===== src/rtl/ahb_mux_pkg.sv =====
// ---------------------------------------------------------------------------
// ahb_mux_pkg
//   Shared AHB-Lite encodings for the read-data / response multiplexer:
//   transfer types, response codes and the default-slave state encoding.
// ---------------------------------------------------------------------------
package ahb_mux_pkg;

  localparam logic [1:0] HTRANS_IDLE   = 2'b00;
  localparam logic [1:0] HTRANS_BUSY   = 2'b01;
  localparam logic [1:0] HTRANS_NONSEQ = 2'b10;
  localparam logic [1:0] HTRANS_SEQ    = 2'b11;

  localparam logic HRESP_OKAY  = 1'b0;
  localparam logic HRESP_ERROR = 1'b1;

  typedef enum logic [1:0] {
    DS_IDLE = 2'd0,
    DS_ERR1 = 2'd1,
    DS_ERR2 = 2'd2
  } ds_state_e;

  // NONSEQ and SEQ are the only transfer types that demand a real response.
  function automatic logic is_active(input logic [1:0] htrans);
    return (htrans == HTRANS_NONSEQ) || (htrans == HTRANS_SEQ);
  endfunction

endpackage


===== src/rtl/ahb_default_slave.sv =====
// ---------------------------------------------------------------------------
// ahb_default_slave
//   Built-in slave for unmapped addresses. An accepted active transfer with
//   no owning slave produces the two-cycle AHB ERROR response
//   (ERR1: hready=0/hresp=1, ERR2: hready=1/hresp=1). Otherwise it answers
//   with a zero-wait OKAY.
//
// Ports
//   hclk         bus clock
//   hresetn      synchronous active-low reset
//   hready_i     bus-wide HREADY (address phase accepted when 1)
//   start_err_i  accepted address phase is unmapped and active
//   hready_o     default-slave HREADYOUT
//   hresp_o      default-slave HRESP
// ---------------------------------------------------------------------------
module ahb_default_slave
  import ahb_mux_pkg::*;
(
  input  logic hclk,
  input  logic hresetn,
  input  logic hready_i,
  input  logic start_err_i,
  output logic hready_o,
  output logic hresp_o
);

  ds_state_e state_q, state_d;
  logic      hready_q;
  logic      hresp_q;

  always_comb begin
    // NOTE: default first so every path assigns state_d and no latch is inferred.
    state_d = state_q;
    if (state_q == DS_ERR1) begin
      // ERR1 always completes into ERR2, regardless of the bus.
      state_d = DS_ERR2;
    end else if (hready_i) begin
      state_d = start_err_i ? DS_ERR1 : DS_IDLE;
    end
  end

  // Outputs are registered alongside the state, decoded from the next state,
  // so they are identical to a decode of state_q without a combinational path.
  always_ff @(posedge hclk) begin
    // NOTE: synchronous reset lives inside the clocked block; abort any ERROR.
    if (!hresetn) begin
      state_q  <= DS_IDLE;
      hready_q <= 1'b1;
      hresp_q  <= HRESP_OKAY;
    end else begin
      // NOTE: non-blocking assignments for all sequential state.
      state_q  <= state_d;
      hready_q <= (state_d != DS_ERR1);
      hresp_q  <= (state_d != DS_IDLE) ? HRESP_ERROR : HRESP_OKAY;
    end
  end

  assign hready_o = hready_q;
  assign hresp_o  = hresp_q;

endmodule


===== src/rtl/ahb_rdata_mux.sv =====
// ---------------------------------------------------------------------------
// ahb_rdata_mux
//   AHB-Lite slave-to-master response multiplexer. The decoder's one-hot
//   hsel is captured at each accepted address phase (hready=1) and steers
//   the owning slave's hrdata/hreadyout/hresp to the master during the data
//   phase. Unmapped active transfers are answered by ahb_default_slave.
//   hready is the bus-wide HREADY fed back to all slaves and the master.
//
// Configuration macro: AHB_RDATA_MUX_ONEHOT_CHECK_EN
//   defined   - multi-hot hsel is treated as unmapped; simulation assertion
//   undefined - lowest-index set bit of hsel wins
//
// Ports
//   hclk, hresetn  clock, synchronous active-low reset
//   hsel           one-hot address-phase select (all-zero = unmapped)
//   htrans         master transfer type
//   hrdata_s       packed slave read data, slave i at [i*DATA_WIDTH +: DATA_WIDTH]
//   hreadyout_s    per-slave HREADYOUT
//   hresp_s        per-slave HRESP
//   hrdata         read data to master
//   hready         bus HREADY
//   hresp          response to master
// ---------------------------------------------------------------------------
module ahb_rdata_mux
  import ahb_mux_pkg::*;
#(
  parameter int NUM_SLAVES = 3,
  parameter int DATA_WIDTH = 32
) (
  input  logic                             hclk,
  input  logic                             hresetn,
  input  logic [NUM_SLAVES-1:0]            hsel,
  input  logic [1:0]                       htrans,
  input  logic [NUM_SLAVES*DATA_WIDTH-1:0] hrdata_s,
  input  logic [NUM_SLAVES-1:0]            hreadyout_s,
  input  logic [NUM_SLAVES-1:0]            hresp_s,
  output logic [DATA_WIDTH-1:0]            hrdata,
  output logic                             hready,
  output logic                             hresp
);

  logic [NUM_SLAVES-1:0] dsel_q, dsel_d;
  logic [NUM_SLAVES-1:0] sel_eff;
  logic                  start_err;
  logic                  ds_hready;
  logic                  ds_hresp;

`ifdef AHB_RDATA_MUX_ONEHOT_CHECK_EN
  logic multi_hot;
  // x & (x-1) clears the lowest set bit; anything left means >1 bit set.
  assign multi_hot = |(hsel & (hsel - NUM_SLAVES'(1)));
  assign sel_eff   = multi_hot ? '0 : hsel;

`ifndef SYNTHESIS
  a_hsel_onehot : assert property (@(posedge hclk) disable iff (!hresetn)
    hready |-> $onehot0(hsel))
    else $error("ahb_rdata_mux: multi-hot hsel %b", hsel);
`endif
`else
  // Two's-complement trick isolates the lowest set bit of hsel.
  assign sel_eff = hsel & (~hsel + NUM_SLAVES'(1));
`endif

  assign start_err = (sel_eff == '0) && is_active(htrans);

  // Owner changes only when the bus accepts a new address phase.
  assign dsel_d = hready ? sel_eff : dsel_q;

  always_ff @(posedge hclk) begin
    if (!hresetn) begin
      dsel_q <= '0;
    end else begin
      dsel_q <= dsel_d;
    end
  end

  ahb_default_slave u_default_slave (
    .hclk        (hclk),
    .hresetn     (hresetn),
    .hready_i    (hready),
    .start_err_i (start_err),
    .hready_o    (ds_hready),
    .hresp_o     (ds_hresp)
  );

  // dsel_q is one-hot or zero; with zero the default slave answers.
  always_comb begin
    hrdata = '0;
    hready = ds_hready;
    hresp  = ds_hresp;
    for (int i = 0; i < NUM_SLAVES; i++) begin
      if (dsel_q[i]) begin
        hrdata = hrdata_s[i*DATA_WIDTH +: DATA_WIDTH];
        hready = hreadyout_s[i];
        hresp  = hresp_s[i];
      end
    end
  end

endmodule

===== config.mk =====
export PLATFORM = sky130hd
export DESIGN_NAME = ahb_rdata_mux
export DESIGN_NICKNAME = d
export VERILOG_FILES = /design/src/rtl/ahb_mux_pkg.sv /design/src/rtl/ahb_default_slave.sv /design/src/rtl/ahb_rdata_mux.sv
export SDC_FILE = /design/constraint.sdc
export NUM_CORES = 1
export LEC_CHECK = 0
export ABC_AREA = 1
export CORE_MARGIN = 5
export CORE_UTILIZATION = 23
export DETAILED_ROUTE_END_ITERATION = 8
export GPL_TIMING_DRIVEN = 0
export HOLD_SLACK_MARGIN = 0.15
export PLACE_DENSITY = 0.88
export SYNTH_ARGS = -nofsm -noshare
export SYNTH_HDL_FRONTEND = slang
export SYNTH_HIERARCHICAL = 1
export SYNTH_SLANG_ARGS = --single-unit

===== constraint.sdc =====
create_clock -name hclk -period 1.2 [get_ports hclk]
set_input_delay 0.18 -clock hclk [delete_from_list [all_inputs] [get_ports hclk]]
set_output_delay 0.18 -clock hclk [all_outputs]
set_load 0.02 [all_outputs]

Word-level counts from Yosys, hierarchy flattened
Index checks and enable logic that the tools add are counted.
Word-level totals
  flip-flop bits (word level): 7
Cells by class
  add/sub/neg operators: 1
  reduce and logical (&&, ||, !) cells: 4
  muxes and demuxes: 13
  bitwise gates (word level): 2
  equality and inequality tests: 4
Operator list (number)
  two-way mux 32 bit: 3
  two-way mux 1 bit: 8
  == test 2 bit, second input constant: 2
  two-way mux 2 bit: 2
  adder 3 x 1 -> 3 bit, second input constant: 1
  bitwise AND 3 bit: 1
  zero test 3 bit: 1
  NOT 3 bit: 1
  == test 2 x 1 -> 1 bit, second input constant: 1
  inequality test 2 x 1 -> 1 bit, second input constant: 1
  nonzero test 2 bit: 1
  logical AND 1 bit: 1
  logical OR 1 bit: 1

Depth between registers and ports, before layout
Gate-level depths: netlist of run 1.
  depth after elaboration: 10
  mapped depth: 11
  mapped depth without buffers: 10

Hierarchy
Netlist of run 1, hierarchy kept.
Modules (own cells, without submodules)
  ahb_rdata_mux: instances 1, cells each 183, area each 970.9 um^2
  ahb_default_slave: instances 1, cells each 20, area each 146.4 um^2

Worst setup path before layout of run 1
OpenSTA, ideal clock, no wires.
  kind: register to register
  from: register dsel_q[1]
  to: register u_default_slave.hresp_q (netlist: u_default_slave/hresp_o)
  setup slack: -0.060 ns
  cell stages (with the launch flop): 10
  arrival: 1.147 ns
  clock period less this slack: 1.260 ns
  data required time: 1.086 ns
  cell sequence: dfxtp_1 -> buf_6 -> a21oi_4 -> nand2_4 -> nand2_1 -> inv_1 -> nand2_1 -> nand2_1 -> nand2_1 -> nand2_1
Between the ends
  word-level cells in the longest chain between the ends: 6
Ends and longest elaborated chain
  from (decl): RTL line ahb_rdata_mux.sv:42  | logic [NUM_SLAVES-1:0] dsel_q, dsel_d;
  from (signal assigned): RTL line ahb_rdata_mux.sv:73  | dsel_q <= dsel_d;
  two-way mux 1 bit (2 in a row): RTL line ahb_rdata_mux.sv:92  | if (dsel_q[i]) begin
  named net hready: RTL line ahb_rdata_mux.sv:38  | output logic hready,
  two-way mux 2 bit: RTL line ahb_default_slave.sv:37  | end else if (hready_i) begin
  two-way mux 2 bit: RTL line ahb_default_slave.sv:34  | if (state_q == DS_ERR1) begin
  nonzero test 2 bit: RTL line ahb_default_slave.sv:54  | hresp_q <= (state_d != DS_IDLE) ? HRESP_ERROR : HRESP_OKAY;
  two-way mux 1 bit: RTL line ahb_default_slave.sv:54
  to (signal assigned): RTL line ahb_default_slave.sv:54
  to (decl): RTL line ahb_default_slave.sv:29  | logic hresp_q;
The timed path passes the listed nets, and every way through them passes these cells.
A chain may end at the register's enable or synchronous reset.

Final worst setup path of run 1
  from: register dsel_q[1]
  to: output hrdata[6]
Between the ends
  word-level cells in the longest chain between the ends: 2
Ends and longest elaborated chain
  two-way mux 32 bit (2 in a row): RTL line ahb_rdata_mux.sv:92
  to (decl): RTL line ahb_rdata_mux.sv:37  | output logic [DATA_WIDTH-1:0] hrdata,
No other way between the ends.

==> results of run 1 <==
-- power groups by stage --
stage / clock network [mW] / registers [mW] / logic [mW]
final: 0.330 / 0.357 / 6.87
after global routing: 0.361 / 0.371 / 7.31
after CTS: 0.343 / 0.320 / 6.16
after detailed placement: 0 / 0.307 / 5.68
after global placement: 0 / 0.304 / 5.62
after floorplan: 0 / 0.303 / 3.34
-- logic make-up (layout without fill, tap and decap cells) --
| logic type | count (synthesis) | after routing | synth area share [%] |
|---|---|---|---|
| and+or+nand+nor | 95 | 95 | 37.5 |
| AOI/OAI and AO/OA | 72 | 72 | 33.8 |
| buffers and inverters | 29 | 183 | 16.1 |
| DFF | 7 | 7 | 12.5 |
-- worst max-delay path, cell delays in order, from the launching register on --
cell	delay [ns]
dfxtp_2	0.32
buf_12	0.15
buf_6	0.14
a21oi_1	0.19
a21oi_2	0.07
buf_4	0.16
-- synthesized netlist by cell type --
master | instances | area [um2]
a21oi_1 | 69 | 345
a21oi_2 | 1 | 8.76
a21oi_4 | 1 | 16.3
buf_2 | 9 | 45.0
buf_4 | 3 | 22.5
buf_6 | 5 | 56.3
clkbuf_4 | 1 | 7.51
dfxtp_1 | 7 | 140
inv_1 | 8 | 30.0
inv_2 | 1 | 3.75
inv_4 | 1 | 6.26
inv_6 | 1 | 8.76
nand2_1 | 18 | 67.6
nand2_4 | 1 | 11.3
nand3_1 | 35 | 175
nand3_2 | 1 | 10.0
nor2_1 | 37 | 139
nor3_1 | 2 | 10.0
o211ai_1 | 1 | 7.51
or2_2 | 1 | 6.26
-- final cells by class --
class | count | area [um2] | share of cell area (%)
well taps | 67 | 83.8 | 2.64
flip-flops and latches | 7 | 146 | 4.60
multi-input cells | 167 | 1050 | 33.0
inverters | 11 | 61.3 | 1.93
repair buffers | 150 | 1570 | 49.4
clock buffers | 4 | 45.0 | 1.42
plain buffers | 17 | 213 | 6.69
repair inverters | 1 | 11.3 | 0.354
-- sequential cells by signal, summed over array words and instances (netlist names) --
| name | flops |
|---|---|
| dsel_q | 3 |
| u_default_slave/state_q | 2 |
| u_default_slave/hready_o | 1 |
| u_default_slave/hresp_o | 1 |
-- layer usage --
metal	part of all wire, %	GRT usage (%)	vias up
met4	1.7	4.30	0
met2	50	33.1	102
met1	39	20.0	924
met3	8.9	3.95	10
met5	0	0	-
li1	-	-	1009
-- how the worst max path moves through the flow --
stage | from | end | slack [ns] | cells past startpoint
global placement | hreadyout_s[1] | hready | -0.58 | 6
floorplan | dsel_q[1]$_SDFFE_PN0P_ | u_default_slave/hresp_o$_SDFF_PN0_ | 0.02 | 9
global route | dsel_q[1]$_SDFFE_PN0P_ | hrdata[6] | -0.30 | 5
finish | dsel_q[1]$_SDFFE_PN0P_ | hrdata[6] | -0.24 | 5
CTS | dsel_q[0]$_SDFFE_PN0P_ | hresp | -0.26 | 5
detailed placement | hreadyout_s[1] | hready | -0.58 | 6
-- per-stage QoR --
step	hold WS (ns)	util (%)	total power, mW	area (um2)
global route	0.524	67.3	8.04	3180
detailed placement	0.484	57.7	5.99	2730
finish	0.505	67.3	7.56	3180
global placement	0.475	57.7	5.92	2730
CTS	0.493	61.7	6.82	2920
floorplan	0.296	-	3.64	1230
-- timing repair --
item	4_1_cts	5_1_grt
setup buffers	2	1
hold buffers	0	0
pin swaps	12	21
setup endpoints to repair	35	41
cloned	3	4
gates resized for setup	227	49
endpoints found under the hold margin	0	0
==> results by stage, run 1 <==
Run status:
- The flow ran to the end, but the final reports show violations.
- The checks that failed: setup timing.

Timing:
- The worst slew slack as a fraction of its limit is 85.5%.
- Setup violations remaining at the end of the flow were counted as 41.
- For the pin with the worst max-slew slack, the measured transition is 0.217 ns.
- Based on the critical path, the design can be clocked at up to 0.695 GHz.
- The count of final max-slew check failures is 0.
- Setup repair after global routing could not meet its margin everywhere.
- The summed negative setup slack over all endpoints is -7.27 ns.
- The smallest clock period supported by the final layout is computed as 1.44 ns.
- On the final layout, the worst clock skew is 0.00350 ns.
- The ratio of final minimum period to clock period is 120%.
- The final count of hold timing violations is 0.
- The worst-case setup margin in the final layout is -0.239 ns.

Drt:
- For this block, the via count after detailed routing is 2045.
- The starting DRC count in detailed routing is 31.
- In the routed design, unresolved DRC markers number 0.
- The number of nets with antenna violations after routing is 0.
- The routed wire length per instance is 15.2 um.
- The per-cell via count in the routed design is 4.82.
- The total routed wirelength is 6.45 mm.
- The iteration count of the initial detailed-routing pass is 6.

Finish:
- The most common library cell in the layout ignoring fill and taps is clkdlybuf4s50_1.
- Once layout is complete, the cells apart from fillers number 424.
- After filler insertion, the fill cell instance count of the layout stands at 401.
- The library cells used most frequently in the layout, excluding fill and tap cells, are 107 x clkdlybuf4s50_1, 38 x a21oi_2, 37 x buf_6.
- The fraction of final layout cells with drive strength greater than 1 is 40.1%.
- After the last flow step, the layout net total stands at 467.
- The area growth from synthesis to layout is 185%.
- The antenna cell count is 0.

Critical path:
- In this run the register-to-register setup slack is -0.10 ns.
- For the worst flop-to-flop path, the logic depth is 8.
- In this run the worst path has a maximum fanout of 10.
- The setup path with the least slack is of type flop to primary output.
- The endpoint required time on the critical path is 1.02 ns.
- The category of the worst setup path launch point is a flop.
- STA puts the critical path data arrival time at 1.26 ns.
- The endpoint identified for the worst register-to-register timing path is dsel_q[2]$_SDFFE_PN0P_.
- The startpoint of the worst-slack reg-to-reg timing path is dsel_q[1]$_SDFFE_PN0P_.
- The worst setup path is captured at a primary output.

Synthesis:
- Summing every instance area after synthesis gives 0.00112 mm2.
- The synthesized netlist contains 20 unique library cells.
- The total of flip-flops plus latches after synthesis is 7.
- The synthesized area per cell is 5.50 um2.
- The net count of the mapped netlist is 312.
- In the synthesized netlist, the number of instances is 203.
- Of the synthesized area, sequential elements account for 12.5%.
- The Yosys step of the flow raised 6 warnings.

Clock tree:
- The clock-pin slew of the registers on the worst-case setup and hold paths is 0.04 ns.
- In this run the deepest clock path goes through 2 buffers.
- The clock net in this run drives a total of 7 sinks.
- The H-tree depth is 1.
- The worst-skew pair later-pin latency is 0.23 ns.
- TritonCTS created 3 clock buffers.
- The clock tree from TritonCTS is built.
- The cell at the root of the clock tree is clkbuf_8.

GRT:
- The number of global-route vias before repair came to 2005.
- The initial antenna violation count is 0.
- The first-pass GRT wire length is 9.08 mm.
- The sum of overflow across all layers after global routing is 0.
- The global routing usage summed across all routing layers is 17.7%.
- Entering global routing, the biggest net connects 11 pins.

Hold path:
- In this run the most critical hold path is launched from u_default_slave/state_q[1]$_SDFF_PN0_.
- The path class of the tightest hold or removal check is flop to flop.
- Counting instances, the worst hold path has a depth of 2.
- The endpoint of the worst hold path is u_default_slave/hready_o$_SDFF_PN1_.

Job:
- The tool flagged a number of max-cap violations equal to 0.

Pwr:
- Per report_power, the sequential group accounts for 4.7% of the total.
- Of the total power, the share spent switching nets is 48.1%.
- In this run the static leakage power is 1.27 nW.
- The combinational cell fraction of total power is 90.9%.
- IR analysis of the VDD net gives a maximum drop of 1.12 mV.
- The switching power total is 3.63 mW.
- Of the total power, the clock network draws 4.4%.
- In this run the power density over the cells is 2380 mW/mm2.
- The internal power component is 3.92 mW.

Floorplanning:
- The die is 79.7 um tall.
- The die covers 0.00635 mm2.
- The initialized floorplan defines 25 standard-cell rows.
- From left edge to right edge, the die measures 79.7 um.
- The placeable core region is 0.00472 mm2.
- The I/O pin count is 143.
- Once the floorplan was initialized, standard cells occupied 23.7% of the core.

Placement:
- At the placement stage, the worst setup path has a slack of -0.582 ns.
- The number of buffer cells added on primary ports is 141.
- The routability congestion estimate from global placement is 0.789.
- The half-perimeter wire length after placement is 4.62 mm.
- The count of placed standard cells including taps is 411.
Power figures use the tool's default switching activity.
==> inputs of run 2 (changes only) <==
--- a/config.mk
+++ b/config.mk
@@ -6,12 +6,13 @@
 export NUM_CORES = 1
 export LEC_CHECK = 0
 export ABC_AREA = 1
-export CORE_MARGIN = 5
+export CORE_MARGIN = 2
 export CORE_UTILIZATION = 23
 export DETAILED_ROUTE_END_ITERATION = 8
-export GPL_TIMING_DRIVEN = 0
+export GPL_TIMING_DRIVEN = 1
 export HOLD_SLACK_MARGIN = 0.15
 export PLACE_DENSITY = 0.88
+export SETUP_SLACK_MARGIN = 0.4
 export SYNTH_ARGS = -nofsm -noshare
 export SYNTH_HDL_FRONTEND = slang
 export SYNTH_HIERARCHICAL = 1
==> run 2 against run 1 <==
Against the previous run:
- the run still ends with setup timing left
- clock-buffer cell count unchanged
- global-route usage increased by 6.0 points
- critical path depth increased by 1
- utilization increased by 12 points
- combinational power increased by 25%
- die area decreased by 14%
- cell area increased by 17%
- hold slack got worse by 0.0042 ns
- register-to-register slack got worse by 0.10 ns
- power increased by 23%
- non-clock buffer count unchanged
- via count increased by 5.7%
==> results by stage, run 2 (synthesis gave the netlist of run 1 again) <==
Floorplanning:
- The floorplan die area is 0.00543 mm2 (-14%).
- The I/O pin count is 143 (unchanged).
- The row count is 25 (unchanged).
- The vertical extent of the die is 73.7 um (-7.5%).
- The width of the die came to 73.7 um (-7.5%).
- The starting density of the core is 23.8% (+0.16 points).
- The placeable core region was 0.00469 mm2 (-0.66%).

Critical path:
- The endpoint required time on the critical path is 1.02 ns (about the same).
- The startpoint-to-endpoint class of the critical path is flop to primary output.
- The worst setup path is launched from a flop.
- The highest net fanout along the worst path was 7 (-3).
- The startpoint of the worst-slack reg-to-reg timing path is dsel_q[1]$_SDFFE_PN0P_.
- The signal arrival time at the worst endpoint is 1.32 ns (+0.06 ns).
- The endpoint type of the worst setup path is a primary output.
- In this run the worst setup path begins at dsel_q[1]$_SDFFE_PN0P_.

GRT:
- The number of global-route vias before repair is 2182 (+8.8%).
- The sum of overflow across all layers after global routing came to 0 (unchanged).
- The first-pass GRT wire length is 10.0 mm (+10%).
- The global routing usage summed across all routing layers is 23.7% (+6.0 points).
- The initial antenna violation count is 0 (unchanged).
- The pin count of the biggest net entering global routing was 20 (+9).

Drt:
- The routed wire length per instance came to 16.8 um (+11%).
- The per-cell via count in the routed design came to 5.21 (+8.0%).
- The number of nets with antenna violations after routing is 0 (unchanged).
- The via count of the routed design was 2162 (+5.7%).
- The starting DRC count in detailed routing is 79 (+150%).
- The iteration count of the initial detailed-routing pass is 4 (-2).
- The post-detailed-route DRC marker count is 0 (unchanged).
- The total routed wirelength was 6.99 mm (+8.3%).

Finish:
- The library cells used most frequently in the layout, excluding fill and tap cells, are 107 x clkdlybuf4s50_1, 63 x a21oi_4, 35 x nor2_1.
- The core occupancy in the finished layout is 79.6% (+12 points).
- Compared with the post-synthesis result, the final layout area differs by 234%.
- The final layout net count is 471 (+0.86%).
- The final cell area excluding filler cells is 0.00374 mm2 (+17%).
- In the final layout, the registers with the most flip-flops are dsel_q: 3 flops, u_default_slave/state_q: 2 flops.
- The register with the most flip-flops in the final layout is dsel_q.
- The fraction of final layout cells with drive strength greater than 1 came to 44.3% (+4.3 points).
- The final standard cell count with taps included and fillers excluded is 415 (-2.1%).
- The library cell used most frequently in the layout, excluding fill and tap cells, is clkdlybuf4s50_1.
- The number of flip-flops in the largest register is 3 (unchanged).
- The number of fill cells came to 306 (-24%).
- The antenna cell count is 0 (unchanged).

Timing:
- Setup repair after global routing could not meet its margin everywhere.
- The time the final worst path needs with I/O delays and setup came to 1.50 ns (+0.0583 ns).
- The worst clock skew was 0.00303 ns (-0.000467 ns).
- The transition time at the pin with the least slew margin is 0.224 ns (+0.00732 ns).
- The summed negative setup slack over all endpoints is -9.46 ns (-2.19 ns).
- The timing-limited maximum frequency came to 0.668 GHz (-3.9%).
- The final count of hold timing violations is 0 (unchanged).
- The ratio of final minimum period to clock period is 125% (+4.9 points).
- The final worst hold slack is 0.501 ns (-0.00416 ns).
- The count of final max-slew check failures is 0 (unchanged).
- The total setup violations reported at the end of the flow is 41 (unchanged).
- The worst slew slack as a fraction of its limit was 85.0% (-0.49 points).
- The worst-case setup margin in the final layout is -0.298 ns (-0.0583 ns).

Placement:
- The pre-CTS setup slack is -0.546 ns (+0.0364 ns).
- The count of placed standard cells including taps was 399 (-2.9%).
- The half-perimeter wire length after placement is 4.61 mm (-0.13%).
- The cell area after placement is 0.00312 mm2 (+14%).
- The number of buffer cells added on primary ports is 141 (unchanged).
- The routability congestion estimate from global placement is 0.762 (-3.4%).

Clock tree:
- The number of buffers inserted by hold repair at cts is 0 (unchanged).
- The maximum buffer depth of the clock tree is 2 (unchanged).
- The worst-skew pair later-pin latency came to 0.23 ns (about the same).
- TritonCTS built the clock tree.
- The number of clock buffers inserted by TritonCTS is 3 (unchanged).
- The total number of clock tree sinks is 7 (unchanged).
- The clock-pin slew of the registers on the worst-case setup and hold paths is 0.04 ns (about the same).
- The tree is rooted in a clkbuf_8.
- The H-tree depth is 1 (unchanged).

Pwr:
- The final total power is 9.30 mW (+23%).
- The maximum resistive drop on vdd is 1.33 mV (+18%).
- The leakage power figure came to 1.38 nW (+8.5%).
- The power density over cell area is 2490 mW/mm2 (+4.8%).

Run status:
- The flow ran to the end, but the final reports show violations.
- The final reports fail on setup timing.

Hold path:
- The tightest min-delay check is of the flop to flop type.
- The worst hold path startpoint is u_default_slave/state_q[1]$_SDFF_PN0_.

Job:
- The max capacitance violation total came to 0 (unchanged).
[run 2: cell count changes in the layout (fill, tap and decap cells not counted), moves of 9 or more]
cell / previous run / this run
a21oi_4: 2 / 63
buf_6: 37 / 27
a21oi_2: 38 / 8
nor2_1: 25 / 35
buf_4: 12 / 21
a21oi_1: 31 / 0
nor2_2: 12 / 2
[run 2: worst max-delay path: stages, from the launching register on]
cell     delay (ns)
dfxtp_4        0.35
buf_12         0.14
buf_12         0.12
buf_16         0.14
a21oi_4        0.14
a21oi_4        0.07
buf_6          0.13
[run 2: layer usage]
| metal | track usage, % | part of all wire [%] |
|---|---|---|
| met2 | 46.3 | 56 |
| met3 | 4.53 | 7.2 |
| met4 | 6.67 | 1.9 |
| met5 | 0 | 0 |
| met1 | 25.3 | 35 |
[run 2: power breakdown]
| part | total [mW] | leakage (nW) | internal (mW) | switching [mW] |
|---|---|---|---|---|
| logic | 8.57 | 1.30 | 4.20 | 4.36 |
| clock network | 0.337 | 0.0228 | 0.230 | 0.107 |
| registers | 0.400 | 0.0591 | 0.310 | 0.0895 |
| total | 9.30 | 1.38 | 4.74 | 4.56 |
[run 2: repair_timing]
action | 4_1_cts | 5_1_grt
setup buffers | 5 | 0
resized for setup | 255 | 23
endpoints found under the setup margin | 41 | 41
pin swaps | 11 | 2
gates cloned | 7 | 0
[run 2: path summary, 6_finish.rpt]
check	endpoint	slack, ns	cells after the start
max	hrdata[22]	-0.30	6
min	u_default_slave/hready_o$_SDFF_PN1_	0.50	2
max reg2reg	u_default_slave/hresp_o$_SDFF_PN0_	-0.20	11
min reg2reg	u_default_slave/hready_o$_SDFF_PN1_	0.50	2
[run 2: final cells by class]
type / instances / area, um2 / share of cell area [%]
clock buffers: 4 / 45.0 / 1.21
repair inverters: 5 / 53.8 / 1.44
repair buffers: 167 / 1790 / 47.9
inverters: 11 / 53.8 / 1.44
flip-flops and latches: 7 / 151 / 4.05
multi-input cells: 167 / 1580 / 42.2
well taps: 54 / 67.6 / 1.81
